### src/rtl/sobel_pkg.sv
`default_nettype none
// ============================================================================
// Module      : sobel_pkg
// Description : Shared constants for the Sobel row scheduler and PE chain.
//               Holds state encodings, default geometry, data widths and a
//               small counter-width helper.
// Revision    : 1.0 - initial release
// ============================================================================
package sobel_pkg;

  // Data widths used by the PE chain
  localparam int PIX_W  = 8;
  localparam int PSUM_W = 16;

  // Default geometry
  localparam int SOBEL_TAPS     = 3;
  localparam int SOBEL_PIPE_LAT = SOBEL_TAPS;
  localparam int SOBEL_IMG_W    = 640;
  localparam int SOBEL_IMG_H    = 480;

  // Scheduler state encoding
  localparam int ST_W = 3;
  localparam logic [2:0] ST_IDLE     = 3'd0;
  localparam logic [2:0] ST_WAIT_ROW = 3'd1;
  localparam logic [2:0] ST_STREAM   = 3'd2;
  localparam logic [2:0] ST_FLUSH    = 3'd3;
  localparam logic [2:0] ST_DRAIN    = 3'd4;
  localparam logic [2:0] ST_DONE     = 3'd5;

  // Counter width for a range of n values; never returns 0 so that
  // degenerate geometries (e.g. a single row) still get a real register.
  function automatic int cnt_w(input int n);
    return (n > 1) ? $clog2(n) : 1;
  endfunction

endpackage
`default_nettype wire

### src/rtl/sobel_tag_pipe.sv
`default_nettype none
// ============================================================================
// Module      : sobel_tag_pipe
// Description : DEPTH-stage delay line for the {valid,row,col} result tag.
//               The tail is the tag aligned with the PE chain output.
//   clk, rst_n     : clock, asynchronous active-low reset
//   in_valid/row/col  : tag entering alongside the broadcast pixel
//   out_valid/row/col : tag leaving the last stage
//   pending        : a valid tag sits in any stage other than the tail
// Revision    : 1.0 - initial release
// ============================================================================
module sobel_tag_pipe
  import sobel_pkg::*;
#(
  parameter int DEPTH = SOBEL_PIPE_LAT,
  parameter int RW    = 9,
  parameter int CW    = 10
) (
  input  logic          clk,
  input  logic          rst_n,
  input  logic          in_valid,
  input  logic [RW-1:0] in_row,
  input  logic [CW-1:0] in_col,
  output logic          out_valid,
  output logic [RW-1:0] out_row,
  output logic [CW-1:0] out_col,
  output logic          pending
);

  logic [DEPTH-1:0] r_valid;
  logic [RW-1:0]    r_row [DEPTH];
  logic [CW-1:0]    r_col [DEPTH];

  always_ff @(posedge clk or negedge rst_n) begin
    if (!rst_n) begin
      r_valid <= '0;
      for (int i = 0; i < DEPTH; i++) begin
        r_row[i] <= '0;
        r_col[i] <= '0;
      end
    end else begin
      r_valid[0] <= in_valid;
      r_row[0]   <= in_row;
      r_col[0]   <= in_col;
      for (int i = 1; i < DEPTH; i++) begin
        r_valid[i] <= r_valid[i-1];
        r_row[i]   <= r_row[i-1];
        r_col[i]   <= r_col[i-1];
      end
    end
  end

  assign out_valid = r_valid[DEPTH-1];
  assign out_row   = r_row[DEPTH-1];
  assign out_col   = r_col[DEPTH-1];

  // The tail is excluded: it empties on the next edge regardless.
  generate
    if (DEPTH > 1) begin : g_pending
      assign pending = |r_valid[DEPTH-2:0];
    end else begin : g_no_pending
      assign pending = 1'b0;
    end
  endgenerate

endmodule
`default_nettype wire

### src/rtl/sobel_row_sched.sv
`default_nettype none
// ============================================================================
// Module      : sobel_row_sched
// Description : Row scheduler for the Sobel PE chain. Streams each row from
//               the line buffer to the PEs without gaps, inserts PIPE_LAT
//               zero-flush cycles after every row and tags chain outputs
//               with valid/row/centre-column.
//   start/busy/done        : frame control
//   row_avail, s_valid/s_ready/s_pixel : upstream row-buffer stream
//   pe_x, pe_flush         : registered broadcast pixel to the PEs
//   res_valid/res_row/res_col : tag aligned with the chain output
//   err_underrun           : sticky, upstream starved during a row
// Revision    : 1.0 - initial release
// ============================================================================
module sobel_row_sched
  import sobel_pkg::*;
#(
  parameter  int IMG_W    = SOBEL_IMG_W,
  parameter  int IMG_H    = SOBEL_IMG_H,
  parameter  int TAPS     = SOBEL_TAPS,
  parameter  int PIPE_LAT = SOBEL_PIPE_LAT,
  localparam int CW       = cnt_w(IMG_W),
  localparam int RW       = cnt_w(IMG_H)
) (
  input  logic             clk,
  input  logic             rst_n,
  input  logic             start,
  output logic             busy,
  output logic             done,
  input  logic             row_avail,
  input  logic             s_valid,
  output logic             s_ready,
  input  logic [PIX_W-1:0] s_pixel,
  output logic [PIX_W-1:0] pe_x,
  output logic             pe_flush,
  output logic             res_valid,
  output logic [RW-1:0]    res_row,
  output logic [CW-1:0]    res_col,
  output logic             err_underrun
);

  localparam int FW = cnt_w(PIPE_LAT);

  localparam logic [CW-1:0] c_col_last   = CW'(IMG_W - 1);
  localparam logic [CW-1:0] c_col_first  = CW'(TAPS - 1);
  localparam logic [CW-1:0] c_half       = CW'((TAPS - 1) / 2);
  localparam logic [RW-1:0] c_row_last   = RW'(IMG_H - 1);
  localparam logic [FW-1:0] c_flush_last = FW'(PIPE_LAT - 1);

  logic [ST_W-1:0]  r_state;
  logic [CW-1:0]    r_col;
  logic [RW-1:0]    r_row;
  logic [FW-1:0]    r_fcnt;
  logic             r_busy;
  logic             r_done;
  logic             r_err;
  logic [PIX_W-1:0] r_pe_x;
  logic             r_pe_flush;
  // Tag registered in the same edge as pe_x, so it travels with the pixel.
  logic             r_x_valid;
  logic [RW-1:0]    r_x_row;
  logic [CW-1:0]    r_x_col;
  logic             w_pending;

  always_ff @(posedge clk or negedge rst_n) begin
    if (!rst_n) begin
      r_state    <= ST_IDLE;
      r_col      <= '0;
      r_row      <= '0;
      r_fcnt     <= '0;
      r_busy     <= 1'b0;
      r_done     <= 1'b0;
      r_err      <= 1'b0;
      r_pe_x     <= '0;
      r_pe_flush <= 1'b0;
      r_x_valid  <= 1'b0;
      r_x_row    <= '0;
      r_x_col    <= '0;
    end else begin
      r_done     <= 1'b0;
      r_pe_x     <= '0;
      r_pe_flush <= 1'b0;
      r_x_valid  <= 1'b0;
      r_x_row    <= '0;
      r_x_col    <= '0;
      case (r_state)
        ST_IDLE, ST_DONE: begin
          if (start) begin
            r_state <= ST_WAIT_ROW;
            r_row   <= '0;
            r_err   <= 1'b0;
            r_busy  <= 1'b1;
          end
        end
        ST_WAIT_ROW: begin
          if (row_avail) begin
            r_state <= ST_STREAM;
            r_col   <= '0;
          end
        end
        ST_STREAM: begin
          // The PEs cannot stall: a missing pixel becomes a zero and the
          // column still advances.
          r_pe_x <= s_valid ? s_pixel : '0;
          if (!s_valid) begin
            r_err <= 1'b1;
          end
          if (r_col >= c_col_first) begin
            r_x_valid <= 1'b1;
            r_x_row   <= r_row;
            r_x_col   <= r_col - c_half;
          end
          if (r_col == c_col_last) begin
            r_state <= ST_FLUSH;
            r_fcnt  <= '0;
          end else begin
            r_col <= r_col + CW'(1);
          end
        end
        ST_FLUSH: begin
          r_pe_flush <= 1'b1;
          if (r_fcnt == c_flush_last) begin
            if (r_row == c_row_last) begin
              r_state <= ST_DRAIN;
            end else begin
              r_row   <= r_row + RW'(1);
              r_state <= ST_WAIT_ROW;
            end
          end else begin
            r_fcnt <= r_fcnt + FW'(1);
          end
        end
        ST_DRAIN: begin
          // Leave once only the tail can still hold the final result, so
          // done lands on the cycle right after it.
          if (!r_x_valid && !w_pending) begin
            r_state <= ST_DONE;
            r_done  <= 1'b1;
            r_busy  <= 1'b0;
          end
        end
        default: begin
          r_state <= ST_IDLE;
        end
      endcase
    end
  end

  sobel_tag_pipe #(
    .DEPTH (PIPE_LAT),
    .RW    (RW),
    .CW    (CW)
  ) u_tag_pipe (
    .clk       (clk),
    .rst_n     (rst_n),
    .in_valid  (r_x_valid),
    .in_row    (r_x_row),
    .in_col    (r_x_col),
    .out_valid (res_valid),
    .out_row   (res_row),
    .out_col   (res_col),
    .pending   (w_pending)
  );

  assign s_ready      = (r_state == ST_STREAM);
  assign busy         = r_busy;
  assign done         = r_done;
  assign pe_x         = r_pe_x;
  assign pe_flush     = r_pe_flush;
  assign err_underrun = r_err;

endmodule
`default_nettype wire
### config.mk
export PLATFORM = sky130hd
export DESIGN_NAME = sobel_row_sched
export DESIGN_NICKNAME = d
export VERILOG_FILES = /design/src/rtl/sobel_pkg.sv /design/src/rtl/sobel_tag_pipe.sv /design/src/rtl/sobel_row_sched.sv
export SDC_FILE = /design/constraint.sdc
export NUM_CORES = 1
export LEC_CHECK = 0
export ABC_AREA = 1
export CELL_PAD_IN_SITES_DETAIL_PLACEMENT = 0
export CELL_PAD_IN_SITES_GLOBAL_PLACEMENT = 1
export CORE_MARGIN = 1
export CORE_UTILIZATION = 48
export DETAILED_ROUTE_END_ITERATION = 7
export PLACE_DENSITY = 0.88
export SETUP_SLACK_MARGIN = 0.05
export SKIP_CTS_REPAIR_TIMING = 1
export SKIP_LAST_GASP = 1
export SLEW_MARGIN = 20
export SYNTH_ARGS = -nofsm -noshare
export SYNTH_HDL_FRONTEND = slang
export SYNTH_SLANG_ARGS = --single-unit
export TNS_END_PERCENT = 50
### constraint.sdc
create_clock -name clk -period 4.14 [get_ports clk]
set_input_delay 0.621 -clock clk [delete_from_list [all_inputs] [get_ports clk]]
set_output_delay 0.621 -clock clk [all_outputs]
set_load 0.05 [all_outputs]
==> results of run 1 <==
## synth_stat cells (all sizes together)
library cell  instances
xnor2                 1
inv                  37
nor2                 52
nand4                 8
nand3b                2
xor2                  6
a21oi                 4
or2                   1
nor3                  7
nor4                  1
o21bai                1
buf                  27
ha                    5
nand2                89
dfrtp               116
o211ai                1
nand3                30
o21ai                23
## layout make-up
class                   instances  area share
multi-input cells             231       0.221
clock inverters                14      0.0262
repair buffers                 47      0.0857
flip-flops and latches        116       0.537
well taps                     108      0.0250
clock buffers                  18      0.0792
inverters                      37      0.0257
## state kept, by name, summed over array words and instances (netlist names), 2 cells and up
register / cells
u_tag_pipe.out_row: 9
r_row: 9
r_fcnt: 2
r_x_row: 9
r_x_col: 10
u_tag_pipe.r_valid: 3
r_col: 10
u_tag_pipe.r_col: 20
u_tag_pipe.out_col: 10
pe_x: 8
u_tag_pipe.r_row: 18
r_state: 3
## worst max-delay path, delay by kind of cell, from the launching register on
kind	cells	cell delay, ns
buffers and inverters	3	1.23
DFF	1	0.43
and+or+nand+nor	1	0.20
## cells by family (layout without fill, tap and decap cells)
family / count (synthesis) / count (layout)
fa+ha+maj: 5 / 5
flops: 116 / 116
xor+xnor: 7 / 7
simple gates: 190 / 190
compound gates: 29 / 29
buf+inv: 64 / 116
## final timing paths
check                           cells past startpoint                  from  slack, ns                   end
worst max-delay path                                4            r_state[2]       1.15               s_ready
worst min-delay path                                1                 rst_n       0.12              r_col[4]
worst max register to register                      8              r_col[0]       2.25            r_x_col[9]
worst min register to register                      0  u_tag_pipe.r_row[20]       0.34  u_tag_pipe.r_row[11]
max in group asynchronous                           2                 rst_n       3.09            r_state[1]
min in group clk                                    0  u_tag_pipe.r_row[20]       0.34  u_tag_pipe.r_row[11]
## layer usage
metal	GRT usage	vias up
met5	0	-
met4	0.0907	0
li1	-	1365
met1	0.212	1342
met2	0.272	64
met3	0.0565	13
## power breakdown
group	switching (µW)	internal (µW)	leakage, µW
Clock	540	828	0.000279
Combinational	585	267	0.000792
Sequential	97.2	1280	0.00160
## through the flow
step / power (µW) / cells
final: 3590 / 571
after detailed placement: 2240 / 539
after global placement: 2220 / 539
after floorplan: 2070 / 411
after CTS: 3640 / 571
after global routing: 3780 / 571
==> qor.csv, run 1 <==
metric,value,unit
Multi-input gate area,1190,µm²
Slew @ Worst Pin,0.641,ns
sequential area share after synthesis,0.654,
Crit path arrival time,2.37,ns
Antenna Nets Post-Route,0,
Clock Skews,0.00946,ns
die height,98.1,µm
first-pass GRT wire length,12700,µm
setup violators final,0,
met2 WL,3540,µm
Core Box Area,8850,µm²
row cnt,34,
max-slew violations,0,
"area leader, netlist",dfrtp_1,
Compound-Gate Fraction of Synth Area,0.0491,
slowest CP cell,clkdlybuf4s50_1,
multiplexer share of the synthesized area,0,
CP Capture Type,output port,
final hold violation count,0,
TritonCTS buffer count,17,
Leakage Power,0.00267,µW
dpl hpwl,4640,µm
largest net degree at the start of global routing,54,
TritonCTS clock tree,yes,
drt wl/cell,12.6,µm
met1 WL,3210,µm
DR WL met3,310,µm
"Non-Filler Cell Area, Final",5400,µm²
"Max FO, Critical Path",14,
number of remaining DRC errors,5,
synth unique cells,31,
final worst path period need,2.99,ns
CTS Buffer Depth,2,
Final Cycle Share,0.722,
"commonest non-fill, non-tap cell in the layout",dfrtp_1,
Starting Density,0.501,
number of diodes,0,
Max-Cap Viols,0,
initial antenna violation count,0,
# IOs,46,
DR vias/cell,4.88,
Die X,98.1,µm
pre-CTS setup slack,1.68,ns
Worst Path Required,3.52,ns
Max Fclk,335,MHz
Final Net Count,468,
crit-path cells,inv_2 > nand3b_4 > inv_2 > clkdlybuf4s50_1,
placed instance area,4830,µm²
gpl congestion,0.820,
number of global-route vias before repair,2737,
Synth area leaders,"dfrtp_1 65%, nand2_1 7.1%, nor2_1 4.2%",
RSZ-0062 raised after global routing,no,
#FFs+latches synth,116,
post-synthesis cell count,411,
grt ovf,0,
vias after detailed routing,2784,
worst rel slew slack,0.572,
area share of the largest cell type after synthesis,0.654,
initial DRC count,143,
Tot GR Track Use,0.173,
"most used cell, CP",inv_2,
Fill cells,729,
syn nets,429,
Worst-Skew Late Latency,0.51,ns
violated checks,design-rule violations,
Synth Area per Inst,10.8,µm²
maximum vdd drop,0.381,mV
CP Class,reg2out,
hold_ws,0.120,ns
area of the die,9630,µm²
clock sinks,116,
"Largest stage delay, worst path",0.84,ns
Post-Route WL,7200,µm
Worst-path clk slew,0.06,ns
YS warnings,0,
outcome,"complete, but fails checks",
setup TNS,0,ns
share of cells above drive strength 1,0.140,
Max H-tree Level,4,
Root Buffer,clkbuf_8,
P&R area growth vs syn,21.8,%
Post-Syn Area,4440,µm²
Final Core Density,0.611,
Synth Area in Adders,0.0141,
# port buffers,45,
post-synthesis simple-gate area fraction,0.192,
final setup margin,1.15,ns
main combinational cell family by area after synthesis,simple AND/OR/NAND/NOR gates,
register area,2900,µm²
post-synthesis xor/xnor area fraction,0.0138,
uppermost routed layer,met4,
"commonest cells after routing, fill and taps aside","116 x dfrtp_1, 84 x nand2_1, 50 x nor2_1",
Worst Hold Class,in2async,
Pwr Density,665,nW/µm²
CP startpoint kind,flop,
DRT Pass-1 Iters,8,
No activity file was read; power rests on OpenSTA's default activity.
==> inputs of run 2 (changes only) <==
- CORE_UTILIZATION: 48 -> 40
- PLACE_DENSITY: 0.88 -> 0.79
- clock period: 4.14 -> 2.7 ns (I/O delays scaled with it)
==> run 2 against run 1 <==
Against the previous run: the flow now finishes without violations; combinational power rose by 55%; die area rose by 20%; critical path depth fell by 1; via count fell by 1.2%; register-to-register slack got worse by 1.4 ns; largest cell class unchanged.
==> qor.csv, run 2 (synthesis results as in run 1) <==
metric,value,unit
number of global-route vias before repair,2712,
CTS Buffer Depth,2,
Leakage Power,0.00272,µW
CP Capture Type,output port,
final hold violation count,0,
DRT Pass-1 Iters,5,
Die X,107,µm
Worst Hold Class,reg2reg,
RSZ-0062 raised after global routing,no,
Slew @ Worst Pin,0.535,ns
clock sinks,116,
max reg flops,20,
Crit path arrival time,1.79,ns
worst rel slew slack,0.640,
# IOs,46,
Pwr Density,1040,nW/µm²
TritonCTS clock tree,yes,
number of diodes,0,
max-slew violations,0,
TritonCTS buffer count,17,
NetSw,1780,µW
"Non-Filler Cell Area, Final",5520,µm²
Top reg by flops,u_tag_pipe.r_col,
Tot GR Track Use,0.144,
P_int,3980,µW
DR vias/cell,4.56,
P&R area growth vs syn,24.3,%
gpl congestion,0.799,
"Largest stage delay, worst path",0.45,ns
share of cells above drive strength 1,0.132,
Max H-tree Level,4,
Worst Path Required,2.30,ns
final worst path period need,2.20,ns
Starting Density,0.409,
# port buffers,45,
Final Cycle Share,0.813,
Post-Route WL,7190,µm
slowest CP cell,dfrtp_1,
setup violators final,0,
drt wl/cell,11.9,µm
Clock power frac,0.405,
WHS Path Cells,0,
vias after detailed routing,2750,
Flop pwr share,0.365,
Clock Skews,0.00714,ns
Max Fclk,455,MHz
registers with the most flip-flops,"u_tag_pipe.r_col: 20 flops, u_tag_pipe.r_row: 18 flops",
Core Box Area,10800,µm²
maximum vdd drop,0.361,mV
Worst-Skew Late Latency,0.51,ns
FF-to-FF path depth,8,
placed instance area,4890,µm²
"commonest cells after routing, fill and taps aside","116 x dfrtp_1, 84 x nand2_1, 50 x nor2_1",
die height,107,µm
row cnt,38,
area of the die,11500,µm²
crit-path cells,nand3b_4 > inv_2 > dlymetal6s2s_1,
largest net degree at the start of global routing,76,
switch share,0.309,
outcome,"complete, no violations",
initial DRC count,133,
grt ovf,0,
"commonest non-fill, non-tap cell in the layout",dfrtp_1,
dpl hpwl,4630,µm
number of remaining DRC errors,0,
"Max FO, Critical Path",14,
Max-Cap Viols,0,
CP startpoint kind,flop,
Root Buffer,clkbuf_8,
initial antenna violation count,0,
setup TNS,0,ns
first-pass GRT wire length,12500,µm
Final Net Count,469,
combinational share of power,0.230,
Worst-path clk slew,0.06,ns
CP Class,reg2out,
Antenna Nets Post-Route,0,
-- run 2: per-stage QoR --
step,std cells,power (µW),setup WS (ns),hold WS (ns),utilization
global route,603,6060,0.352,0.346,0.509
detailed placement,571,3460,0.629,0.335,0.451
finish,603,5760,0.504,0.343,0.509
floorplan,411,3180,1.17,0.109,-
global placement,571,3420,0.657,0.332,0.451
CTS,602,5820,0.0679,-0.128,0.508
-- run 2: layer usage --
layer	routed length (µm)	track usage	part of all wire
met4	151	0.0734	0.021
met2	3390	0.219	0.47
met3	260	0.0545	0.036
met1	3380	0.178	0.47
met5	0	0	0
-- run 2: final timing paths --
| kind | from | end | slack [ns] |
|---|---|---|---|
| max | r_state[0] | s_ready | 0.50 |
| max reg2reg | r_col[0] | r_x_col[9] | 0.87 |
| max in group asynchronous | rst_n | r_x_col[7] | 1.51 |
| min in group asynchronous | rst_n | r_state[0] | 0.44 |
| min | r_x_row[3] | u_tag_pipe.r_row[21] | 0.34 |
| min reg2reg | r_x_row[3] | u_tag_pipe.r_row[21] | 0.34 |
-- run 2: cell type report --
cell class,count,area (µm²)
flip-flops and latches,116,2900
multi-input cells,231,1190
inverters,37,139
clock inverters,10,179
well taps,140,175
clock buffers,21,439
repair buffers,48,488
fillers,997,5320
-- run 2: power groups by stage --
stage	Clock (µW)	Combinational (µW)	Sequential [µW]
2_1_floorplan	0	992	2180
3_3_place_gp	0	1300	2120
3_5_place_dp	0	1330	2130
4_1_cts	2380	1340	2100
5_1_grt	2470	1460	2130
6_report	2330	1320	2100
-- run 2: critical path: cells and delay by family (launching register included) --
kind                   cells  cell delay (ns)
DFF                        1             0.45
and+or+nand+nor            1             0.30
buffers and inverters      2             0.54
==> inputs of run 3 (changes only) <==
- CORE_UTILIZATION: 40 -> 44
- PLACE_DENSITY: 0.79 -> 0.82
- clock period: 2.7 -> 2.1 ns (I/O delays scaled with it)
==> run 3 against run 2 <==
Against the previous run: non-clock buffer count grew 3; sequential power rose by 29%; routed wire length is 0.47% higher; flip-flop and latch count did not move; power grew 25%.
==> qor.csv, run 3 (synthesis results as in run 1) <==
metric,value,unit
Final Net Count,472,
Max-Cap Viols,0,
final hold violation count,0,
"commonest non-fill, non-tap cell in the layout",dfrtp_1,
met1 WL,3560,µm
maximum vdd drop,0.650,mV
DR WL met3,236,µm
Leakage Power,0.00269,µW
row cnt,36,
# port buffers,45,
setup violators final,0,
Slew @ Worst Pin,0.524,ns
Worst-path clk slew,0.06,ns
CTS Buffer Depth,2,
crit path buf inv count,1,
final worst path period need,1.97,ns
Crit path arrival time,1.65,ns
area of the die,10500,µm²
grt ovf,0,
number of remaining DRC errors,0,
CP Capture Type,output port,
Worst-Skew Late Latency,0.51,ns
RSZ-0062 raised after global routing,no,
drt wl/cell,12.0,µm
initial DRC count,132,
worst rel slew slack,0.651,
Top reg by flops,u_tag_pipe.r_col,
P&R area growth vs syn,24.4,%
Clock Skews,0.00647,ns
registers with the most flip-flops,"u_tag_pipe.r_col: 20 flops, u_tag_pipe.r_row: 18 flops",
uppermost routed layer,met4,
crit-path cells,clkdlybuf4s50_1,
Pwr Density,1310,nW/µm²
"Max FO, Critical Path",2,
number of global-route vias before repair,2660,
DRT Pass-1 Iters,4,
vias after detailed routing,2753,
largest net degree at the start of global routing,44,
TritonCTS clock tree,yes,
CP startpoint kind,flop,
Top delay family on crit path,buffers and inverters,
Post-Route WL,7220,µm
outcome,"complete, no violations",
first-pass GRT wire length,12300,µm
placed instance area,4910,µm²
DR vias/cell,4.59,
Tot GR Track Use,0.158,
max-slew violations,0,
TritonCTS buffer count,17,
Core Box Area,9770,µm²
gpl congestion,0.825,
"commonest cells after routing, fill and taps aside","116 x dfrtp_1, 84 x nand2_1, 50 x nor2_1",
max reg flops,20,
Final Cycle Share,0.938,
met2 WL,3360,µm
number of diodes,0,
Worst Hold Class,in2async,
dpl hpwl,4780,µm
Die X,102,µm
initial antenna violation count,0,
Starting Density,0.454,
slowest CP cell,clkdlybuf4s50_1,
Antenna Nets Post-Route,0,
die height,102,µm
Fill cells,811,
"Non-Filler Cell Area, Final",5520,µm²
Max H-tree Level,4,
"Largest stage delay, worst path",0.80,ns
clock sinks,116,
share of cells above drive strength 1,0.148,
Root Buffer,clkbuf_8,
# IOs,46,
CP Class,reg2out,
Worst Path Required,1.78,ns
Multi-input gate area,1190,µm²
Max Fclk,508,MHz
register area,2900,µm²
Final Core Density,0.565,
setup TNS,0,ns
run 3: cell count changes in the layout (fill, tap and decap cells not counted), sizes merged:
cell,before,now
inv,38,40
clkinvlp,0,4
clkinv,4,5
dlymetal6s2s,1,0
bufinv,5,2
clkbuf,21,18
buf,3,7
run 3: worst paths after layout:
kind / startpoint / depth (start not counted) / slack, ns / end
min reg2reg: r_x_row[7] / 0 / 0.34 / u_tag_pipe.r_row[25]
min: rst_n / 2 / 0.34 / u_tag_pipe.out_row[2]
max: busy / 1 / 0.13 / busy
max in group asynchronous: rst_n / 3 / 1.17 / r_col[6]
max reg2reg: r_col[0] / 8 / 0.27 / r_x_col[9]
min in group clk: s_pixel[0] / 3 / 0.34 / pe_x[0]
run 3: layout make-up:
cell class	count	area share
flip-flops and latches	116	0.526
multi-input cells	231	0.216
repair buffers	51	0.0961
clock buffers	18	0.0776
well taps	133	0.0302
clock inverters	14	0.0277
inverters	37	0.0261
run 3: power breakdown:
group,total (µW),leakage (µW),internal [µW],switching (µW)
logic,1770,0.000823,584,1180
clock network,2740,0.000274,1730,1010
registers,2700,0.00160,2520,185
run 3: metal layers:
| metal | global-route usage | vias up |
|---|---|---|
| met5 | 0 | - |
| met2 | 0.238 | 51 |
| met1 | 0.210 | 1320 |
| met3 | 0.0527 | 4 |
| li1 | - | 1378 |
| met4 | 0.0692 | 0 |
run 3: through the flow:
stage / std cells / hold slack, ns / setup slack [ns] / power, µW
6_report: 600 / 0.339 / 0.131 / 7210
5_1_grt: 600 / 0.347 / 0.0658 / 7570
4_1_cts: 597 / -0.219 / 0.0241 / 7250
3_5_place_dp: 565 / 0.326 / 0.255 / 4460
3_3_place_gp: 565 / 0.324 / 0.386 / 4430
2_1_floorplan: 411 / 0.0194 / 0.569 / 4080
==> RTL change (flow settings as in run 1) <==
Change the package constant `SOBEL_IMG_W` from 640 to 2560.
--- a/src/rtl/sobel_pkg.sv
+++ b/src/rtl/sobel_pkg.sv
@@ -15,7 +15,7 @@
   // Default geometry
   localparam int SOBEL_TAPS     = 3;
   localparam int SOBEL_PIPE_LAT = SOBEL_TAPS;
-  localparam int SOBEL_IMG_W    = 640;
+  localparam int SOBEL_IMG_W    = 2560;
   localparam int SOBEL_IMG_H    = 480;
 
   // Scheduler state encoding
Ports: changed (resized res_col); port bits go from 46 to 48. No check against the original RTL was run, so the function may have changed too.
==> RTL change against run 1 <==
Via count increased by 8.2%. Largest power group is now clock. Routed wire length rose by 17%. Final area is 8.6% higher. Count of clock-buffer cells in the layout rose by 3. Critical endpoint unchanged. Setup slack improved by 0.045 ns. Sequential cell count increased by 10. Synthesized area is 8.6% higher. Power grew 2.0%.
==> RTL change: results (changes against run 1) <==
| Metric | Value |
|---|---|
| Outcome | complete, no violations |
| Clk root buf | clkbuf_8 |
| Synth cell types | 31 (unchanged) |
| Post-Route WL | 8459 µm (+17%) |
| Switching pwr | 1.083 mW (-11%) |
| CP startpoint | r_state[2] |
| Post-synthesis sequential area ratio | 0.6545 (about the same) |
| GP Congestion | 0.8723 (+6.4%) |
| Pin count of the biggest net entering global routing | 83 (+54%) |
| Worst Hold Class | input port to asynchronous set/reset pin |
| P_clk | 1.58 mW (+15%) |
| Clock tree buffer depth | 2 (unchanged) |
| Peak VDD IR | 0.0002437 V (-36%) |
| Number of global-route vias before repair | 2979 (+8.8%) |
| Comb pwr share | 0.198 (-0.039) |
| Crit-path max FO | 14 (unchanged) |
| Most area-consuming cells after synthesis | dfrtp_1 65%, nand2_1 7.6%, nor2_1 4.5% |
| PortBufs | 47 (+4.4%) |
| TritonCTS Buffers | 17 (unchanged) |
| Biggest registers after layout | u_tag_pipe.r_col x24, u_tag_pipe.r_row x18 |
| Worst Setup EP | s_ready |
| Hpwl dp | 5265 µm (+14%) |
| Dpl cells | 609 (+13%) |
| Via density | 4.706 (-3.5%) |
| WL/cell | 13.22 µm (+4.8%) |
| FF-to-FF End | r_x_col[10] |
| Post-synth top cells | 126 x dfrtp_1, 98 x nand2_1, 58 x nor2_1 |
| R2R depth | 5 (-3) |
| Post-synth top flop | dfrtp_1 |
| Synth Area per Inst | 10.47 µm² (-3.0%) |
| Overall Global Routing Usage | 0.1832 (+0.01065) |
| Number of fill cells in the layout | 788 (+8.1%) |
| Share of cells above drive strength 1 | 0.1105 (-0.02994) |
| Slew Limit Fails | 0 (unchanged) |
| Layout Skew | 0.009095 ns (-0.0003653 ns) |
| Static Leak | 2.918 nW (+9.4%) |
| Worst EP arrival | 2.32 ns (-0.05 ns) |
| First-pass GRT wire length | 14050 µm (+11%) |
| 1st-iter DRT viols | 235 (+64%) |
| First-pass DRT Iterations | 4 (-4) |
| Crit Path Class | register to output port |
| Yosys warnings | 0 (unchanged) |
| Mapped Nets | 478 (+11%) |
| Max-slew headroom | 0.5027 (-0.06961) |
| Final net count | 513 (+9.6%) |
| Clock power frac | 0.431 (+0.050) |
| H-tree level count | 4 (unchanged) |
## RTL change: cell count changes after synthesis, moves of 4 or more
| cell | delta |
|---|---|
| nand3_1 | +5 |
| inv_1 | +5 |
| dfrtp_1 | +10 |
| nand2_1 | +14 |
| nor2_1 | +8 |
| buf_2 | +4 |
## RTL change: kinds of logic (layout without fill, tap and decap cells)
kind of cell	count (synthesis)	count (layout)	synth area share
xor gates and xnor gates	10	10	0.01818
and+or+nand+nor	217	217	0.1977
adders and majority gates	5	5	0.01299
DFF	126	126	0.6545
buffers and inverters	73	120	0.08026
AOI/OAI and AO/OA	29	29	0.03636
## RTL change: area by class of cell
cell class | instances | area, µm² | share of cell area
Clock buffer | 21 | 449.2 | 0.07653
Timing Repair Buffer | 49 | 486.7 | 0.08292
Sequential cell | 126 | 3153 | 0.5372
Multi-Input combinational cell | 261 | 1277 | 0.2177
Clock inverter | 10 | 186.4 | 0.03176
Inverter | 40 | 150.1 | 0.02558
Tap cell | 133 | 166.4 | 0.02835
## RTL change: per-layer routing
layer  share of wire  vias to the layer above  wire (µm)  global-route usage
li1                -                     1489          -                   -
met1            0.44                     1433       3738              0.2267
met2            0.49                       77       4134              0.2984
met3           0.053                       13        450             0.05130
met4           0.016                        0        136             0.08791
met5               0                        -          0                   0
## RTL change: critical path: stages, from the launching register on
cell and delay, ns:
dfrtp_1 0.44, inv_2 0.12, nand2_2 0.07, nor2_4 0.29, clkdlybuf4s50_1 0.88
## RTL change: through the flow
step / worst slack (ns) / cell area (µm²) / hold WS, ns
5_1_grt: 1.097 / 5869 / 0.1846
3_5_place_dp: 1.730 / 5230 / 0.3347
3_3_place_gp: 1.728 / 5230 / 0.3313
4_1_cts: 1.167 / 5866 / 0.2852
2_1_floorplan: 2.474 / 4817 / 0.3254
6_report: 1.197 / 5869 / 0.1420
